`src/rtl/te_state_pkg.sv`:
```
// Shared layout of the per-channel state block and the fill/write-back sequencer encoding.
package te_state_pkg;

  localparam int unsigned ADDR_W       = 5;
  localparam int unsigned WB_FIRST_DEF = 6;
  localparam int unsigned WB_LAST_DEF  = 15;

  // Words 0..5 hold channel configuration, 6..15 hold dynamic state.
  localparam logic [ADDR_W-1:0] WORD_CFG_FIRST = 5'd0;
  localparam logic [ADDR_W-1:0] WORD_CFG_LAST  = 5'd5;
  localparam logic [ADDR_W-1:0] WORD_DYN_FIRST = 5'd6;
  localparam logic [ADDR_W-1:0] WORD_LAST      = 5'd15;

  typedef enum logic [2:0] {
    StIdle,
    StFill,
    StFlush,
    StProc,
    StWb
  } fill_state_e;

endpackage

```
`src/rtl/state_fill_ctrl.sv`:
```
// Channel state sequencer: fill from state memory, wait for processing, write back.
// Optional FILL_SKIP_CONFIG_EN lets a fill skip the config words unless reload_config is set.
module state_fill_ctrl
  import te_state_pkg::*;
#(
  parameter int unsigned CH_BITS  = 5,
  parameter int unsigned WB_FIRST = WB_FIRST_DEF,
  parameter int unsigned WB_LAST  = WB_LAST_DEF
) (
  input  logic               clk,
  input  logic               rst_b,
  input  logic               start,
  input  logic [CH_BITS-1:0] ch_id,
`ifdef FILL_SKIP_CONFIG_EN
  input  logic               reload_config,
`endif
  input  logic               mem_hold,
  input  logic               proc_done,
  input  logic               abort,
  output logic               fill_enable,
  output logic               state_rd,
  output logic               state_wr,
  output logic [ADDR_W-1:0]  state_addr,
  output logic [CH_BITS-1:0] state_ch,
  output logic               busy,
  output logic               fill_done,
  output logic               done
);

  localparam logic [ADDR_W-1:0] WbFirstAddr = ADDR_W'(WB_FIRST);
  localparam logic [ADDR_W-1:0] WbLastAddr  = ADDR_W'(WB_LAST);
  localparam logic [ADDR_W-1:0] AddrOne     = ADDR_W'(1);

  fill_state_e       state_q;
  logic [ADDR_W-1:0] start_addr;

  always_comb begin
`ifdef FILL_SKIP_CONFIG_EN
    start_addr = reload_config ? WORD_CFG_FIRST : WORD_DYN_FIRST;
`else
    start_addr = WORD_CFG_FIRST;
`endif
  end

  // Strobes follow mem_hold in the same cycle; abort suppresses the access it coincides with.
  assign fill_enable = (state_q == StFill);
  assign state_rd    = fill_enable && !mem_hold && !abort;
  assign state_wr    = (state_q == StWb) && !mem_hold && !abort;
  assign busy        = (state_q != StIdle);

  always_ff @(posedge clk or negedge rst_b) begin
    if (!rst_b) begin
      state_q    <= StIdle;
      state_addr <= '0;
      state_ch   <= '0;
      fill_done  <= 1'b0;
      done       <= 1'b0;
    end else begin
      fill_done <= 1'b0;
      done      <= 1'b0;
      if (abort && busy) begin
        state_q <= StIdle;
      end else begin
        case (state_q)
          StIdle: begin
            if (start) begin
              state_ch   <= ch_id;
              state_addr <= start_addr;
              state_q    <= StFill;
            end
          end
          StFill: begin
            if (state_rd) begin
              if (state_addr == WbLastAddr) state_q <= StFlush;
              else                          state_addr <= state_addr + AddrOne;
            end
          end
          StFlush: begin
            fill_done <= 1'b1;
            state_q   <= StProc;
          end
          StProc: begin
            if (proc_done) begin
              state_addr <= WbFirstAddr;
              state_q    <= StWb;
            end
          end
          StWb: begin
            if (state_wr) begin
              if (state_addr == WbLastAddr) begin
                done    <= 1'b1;
                state_q <= StIdle;
              end else begin
                state_addr <= state_addr + AddrOne;
              end
            end
          end
          default: state_q <= StIdle;
        endcase
      end
    end
  end

endmodule

```
`config.mk`:
```
export PLATFORM = sky130hd
export DESIGN_NAME = state_fill_ctrl
export DESIGN_NICKNAME = d
export VERILOG_FILES = /design/src/rtl/te_state_pkg.sv /design/src/rtl/state_fill_ctrl.sv
export SDC_FILE = /design/constraint.sdc
export NUM_CORES = 1
export LEC_CHECK = 0
export CORE_MARGIN = 3
export CORE_UTILIZATION = 30
export DETAILED_ROUTE_END_ITERATION = 8
export PLACE_DENSITY = 0.57
export SLEW_MARGIN = 20
export SYNTH_ARGS = -nofsm -noshare
export SYNTH_HDL_FRONTEND = slang
export SYNTH_SLANG_ARGS = --single-unit
```
`constraint.sdc`:
```
create_clock -name clk -period 2.5 [get_ports clk]
set_input_delay 0.5 -clock clk [delete_from_list [all_inputs] [get_ports clk]]
set_output_delay 0.5 -clock clk [all_outputs]
set_load 0.005 [all_outputs]
```
# Word level (Yosys, flattened, before mapping)
# Cells that the tools add are included.
[op_classes]
bitwise_logic = 1
n_addsub = 1
n_reduce_logical = 13
muxes = 20
n_eq_ne = 15
[op_table]
columns = ["operator", "count"]
rows = [
  ["5-bit 2-to-1 mux", 5],
  ["3-bit 2-to-1 mux", 7],
  ["5-bit one-hot mux with 4 select lines", 1],
  ["3-bit one-hot mux with 5 select lines", 1],
  ["6-bit AND reduction", 2],
  ["3-bit by 1-bit inequality test with 1-bit output, second input constant", 3],
  ["3-bit by 2-bit equality test with 1-bit output, second input constant", 2],
  ["1-bit 2-to-1 mux", 6],
  ["2-bit inequality test, second input constant", 3],
  ["3-bit inequality test, second input constant", 2],
  ["5-bit by 1-bit adder with 5-bit output, second input constant", 1],
  ["5-bit by 4-bit equality test with 1-bit output, second input constant", 1],
  ["1-bit logical AND", 5],
  ["4-bit nonzero test", 1],
  ["3-bit by 1-bit equality test with 1-bit output, second input constant", 1],
  ["3-bit equality test, second input constant", 1],
  ["3-bit zero test", 1],
  ["3-bit by 2-bit inequality test with 1-bit output, second input constant", 1],
  ["3-bit AND reduction", 1],
  ["3-bit nonzero test", 1],
  ["1-bit zero test", 2],
  ["2-bit by 1-bit inequality test with 1-bit output, second input constant", 1],
  ["1-bit inverter", 1],
]
[word_totals]
regBits = 15
in_bits = 11
out_inout_bits = 16

# Longest topological paths before layout
[logic_depth]
ltp_word = 6
depth_mapped = 7

# Worst setup path before layout
# Ideal clock, no wire load.
[synth_timing]
kind = "register -> register"
start = "reg state_addr[0]"
end = "reg state_addr[3]"
required_ns = 2.382
path_buffers = 0
path_slack_ns = 0.637
synth_period_minus_slack_ns = 1.863
t_arrival_ns = 1.745
path_stages_with_launch = 8
path_cell_list = "dfrtp_1 -> ha_1 -> and3_1 -> ha_1 -> nor3_1 -> and4_1 -> o21ai_1 -> a21o_1"
[synth_between]
elab_chain_cells = 4
[synth_lines]
columns = ["element", "line", "text"]
rows = [
  ["from (decl)", "state_fill_ctrl.sv:23", "output logic [ADDR_W-1:0] state_addr,"],
  ["from (signal assigned)", "state_fill_ctrl.sv:68", "state_addr <= start_addr;"],
  ["from (signal assigned)", "state_fill_ctrl.sv:75", "else state_addr <= state_addr + AddrOne;"],
  ["from (signal assigned)", "state_fill_ctrl.sv:84", "state_addr <= WbFirstAddr;"],
  ["5-bit by 1-bit adder with 5-bit output or 5-bit by 4-bit equality test with 1-bit output (tied branches)", "-", ""],
  ["5-bit 2-to-1 mux *", "state_fill_ctrl.sv:74, state_fill_ctrl.sv:90", ""],
  ["5-bit 2-to-1 mux (on tied branches)", "state_fill_ctrl.sv:89, state_fill_ctrl.sv:73", ""],
  ["5-bit one-hot mux with 4 select lines *", "state_fill_ctrl.sv:64", "case (state_q)"],
]
# Every way passes the cells marked *; elsewhere a longest branch is shown, timed or not. The select of a mux whose other input is x is not followed.
# A chain may end at the register's enable or synchronous reset.

# Worst setup path in the final report
[layout_timing]
start = "in abort"
end = "out state_rd"
[layout_between]
elab_chain_cells = 2
[layout_lines]
columns = ["element", "line", "text"]
rows = [
  ["from (decl)", "state_fill_ctrl.sv:19", "input logic abort,"],
  ["1-bit zero test", "state_fill_ctrl.sv:47", "assign state_rd = fill_enable && !mem_hold && !abort;"],
  ["1-bit logical AND", "state_fill_ctrl.sv:47", ""],
  ["to (decl)", "state_fill_ctrl.sv:21", "output logic state_rd,"],
]
# No other way between the ends.

==> key figures <==
Detailed routing
  – First-pass DRT Iterations: 6
  – DR iter-0 viols: 26
  – Post-Route WL: 2.018 mm
  – Post-detailed-route DRC marker count: 0
  – Final ANT Viol Nets: 0
  – Total vias in the final route: about 780
  – Vias per std cell: 5.151
  – Wire length per cell: around 13 um

Critical path
  – Setup crit end kind: output port
  – Buf/Inv on CP: 3
  – Max stage delay cell, worst path: clkdlybuf4s50_1
  – Worst path arrival time: 1.86 ns
  – Most frequent CP cell: clkdlybuf4s50_1
  – Worst R2R End: state_addr[3]$_DFFE_PN0P_
  – Cell chain of the critical path: clkdlybuf4s50_1 -> buf_4 -> nor4_2 -> clkdlybuf4s50_1
  – Startpoint Class: input port
  – Delay-heaviest family, CP: buffers and inverters
  – Reg2Reg Depth: 8
  – Worst path required time: ~2.0 ns
  – R2r startpoint: state_addr[0]$_DFFE_PN0P_
  – Worst path max stage delay: roughly 0.53 ns
  – R2R Setup Slk: 0.57 ns
  – Crit Path Class: input port to output port
  – CP max FO: 8
  – Worst path depth: 4

Final layout
  – Final core utilization: 0.4618
  – Design area: roughly 0.0012 sq mm
  – N_diodes: 0
  – Total Nets Final: 136
  – Fill cells: 260
  – Synth-to-Final Area Change: 39.56%
  – Share of cells above drive strength 1: 0.1393

GRT
  – Vias in the first global route: approximately 770
  – Largest net degree at the start of global routing: 18
  – Tot GR Track Use: 0.1232
  – Grt ovf: 0
  – First-pass GRT wire length: 3.270 mm
  – Initial antenna violation count: 0

Logic synthesis
  – Yosys reg bits: 15
  – Syn Std Cell Area: between 800 and 900 sq um
  – Synth Warn #: 0
  – Area leader, netlist: dfrtp_1
  – Top post-synthesis cells by count: nand2_1, dfrtp_1, nor2_1
  – Mapped Avg Cell Area: between 9 and 10 sq um
  – Synthesized net count: ~100
  – Most frequent cell after synthesis: nand2_1
  – Mapped Cells: 91
  – Count of cell types in the netlist: 36
  – Sequential share of the synthesized area: 0.4380
  – Ys flop type: dfrtp_1
  – Async SR Flop Fraction: 1.000
  – Largest cells by area after synthesis: dfrtp_1, nand2_1, or4b_4
  – Post-synth EDFFs: 0
  – Top-area cell type share of the netlist area: 0.4380

Min path
  – Hold Path End: state_ch[0]$_DFFE_PN0P_
  – Hold crit path type: flip-flop to flip-flop
  – Hold path cells: 2
  – Hold_sp: state_ch[0]$_DFFE_PN0P_

Placement
  – DP Area: approximately 0.0012 sq mm
  – Hpwl dp: between 1.5 and 2 mm
  – GP Congestion: between 0.8 and 0.9
  – Worst slack, placed: -0.01609 ns
  – Port bufs: 26

Power and ir drop
  – Logic pwr share: 0.352
  – Clock group share of total power: 0.198
  – Total power draw: around 700 uW
  – PD cells: around 590 mW/mm^2
  – Internal power: between 400 and 500 uW
  – Pleak: between 0.5 and 0.6 nW
  – Peak supply drop: 0.3116 mV
  – P_sw: approximately 210 uW
  – Register share of total power: 0.450
  – Switching Share: 0.2962

Die
  – Initial core utilization: 0.3309
  – Die X: a little under 60 um
  – Placement row count: 18
  – Die height: roughly 60 um
  – Core ar.: 0.002590 sq mm
  – # IOs: 27
  – Die area: approximately 0.0035 sq mm

Timing
  – Clk_skew: between 0.0006 and 0.0007 ns
  – Setup ws final: roughly 0.14 ns
  – Endpoints failing setup: 0
  – Slew @ Worst Pin: 0.6959 ns
  – Final critical-path share of the clock period: 0.9457
  – Final hold slack: between 0.4 and 0.5 ns
  – Final min period: around 2.4 ns
  – Maximum clock rate: about 0.42 GHz
  – Fin. max-slew vios: 0
  – Final hold vios: 0
  – Unrepaired setup endpoints after global routing: false
  – Max_slew headroom: 0.5346

Clocking
  – CTS Root Cell: clkbuf_4
  – Clock Latency Late Sink: about 0.28 ns
  – Clock-pin transition on the worst setup and hold timing paths: approximately 0.09 ns
  – Num CTS Buffers: 3
  – H-tree levels: 1
  – Clk sinks: 15
  – CTS tree: built
  – Bufs on Longest Clock Path: 2
  – Hold buffers post-CTS: 0

Status
  – Status: complete, no violations

Job
  – Max Cap Violations: 0
cell type report:
type                            count  area (sq um)  share of cell area
Tap cell                           30         37.54             0.03138
Multi-Input combinational cell     67         434.2              0.3630
Clock buffer                        4         26.28             0.02197
Inverter                            3         11.26            0.009414
Timing Repair Buffer               33         311.5              0.2605
Sequential cell                    15         375.4              0.3138
stage by stage:
step / setup TNS, ns / cells
2_1_floorplan: 0 / 91
3_3_place_gp: -0.01190 / 148
3_5_place_dp: -0.01609 / 148
4_1_cts: 0 / 152
5_1_grt: 0 / 152
6_report: 0 / 152
timing repair:
action,in CTS,in global routing
setup buffers,0,0
resized for setup,1,1
setup endpoints to repair,1,1
logic make-up (layout without fill, tap and decap cells):
family	count (synthesis)	count (layout)	share of synthesized area
AND/OR/NAND/NOR	46	46	0.2876
adder cells (fa/ha/maj)	2	2	0.02919
XOR/XNOR	1	1	0.01022
flip-flops	15	15	0.4380
AO/OA/AOI/OAI	18	18	0.1723
buffers and inverters	9	40	0.06277
registers in the layout (all words and copies together), names as in the netlist:
| name | cells |
|---|---|
| done | 1 |
| fill_done | 1 |
| state_addr | 5 |
| state_q | 3 |
| state_ch | 5 |
power by group through the flow:
stage / Combinational (mW) / Sequential [mW] / Clock, mW
after floorplan: 0.108 / 0.323 / 0
after global placement: 0.248 / 0.322 / 0
after detailed placement: 0.248 / 0.322 / 0
after CTS: 0.251 / 0.318 / 0.150
after global routing: 0.280 / 0.327 / 0.158
final: 0.248 / 0.317 / 0.139
layout by cell type (no fill, tap or decap), types with 2 or more instances in the layout:
cell / instances
nor3_1: 4
nor2b_1: 2
nand2_1: 19
ha_1: 2
clkdlybuf4s50_1: 25
o21ai_1: 3
nor2_1: 6
clkbuf_4: 3
inv_1: 3
nand2b_1: 4
buf_4: 7
nor3b_1: 2
o21ai_0: 3
dfrtp_1: 15
or4b_4: 2
worst register-to-register path: cells and delay by family, from the launching register on:
family                     cells  cell delay [ns]
AOI/OAI and AO/OA              2             0.24
DFF                            1             0.43
adders and majority gates      2             0.43
buffers and inverters          1             0.16
and+or+nand+nor                3             0.56
layer usage:
metal,GRT usage,routed length [um]
met5,0,0
met4,0.02913,7
met3,0.04139,111
met2,0.2122,1017
met1,0.1465,882
how the worst max path moves through the flow:
stage                                    from                   endpoint  slack, ns
detailed placement                      abort                   state_wr      -0.02
floorplan           state_addr[0]$_DFFE_PN0P_  state_addr[3]$_DFFE_PN0P_       0.64
global placement                        abort                   state_wr      -0.01
global route                            abort                   state_rd       0.03
finish                                  abort                   state_rd       0.14
CTS                                     abort                   state_rd       0.09
(Power assumes the default switching activity.)
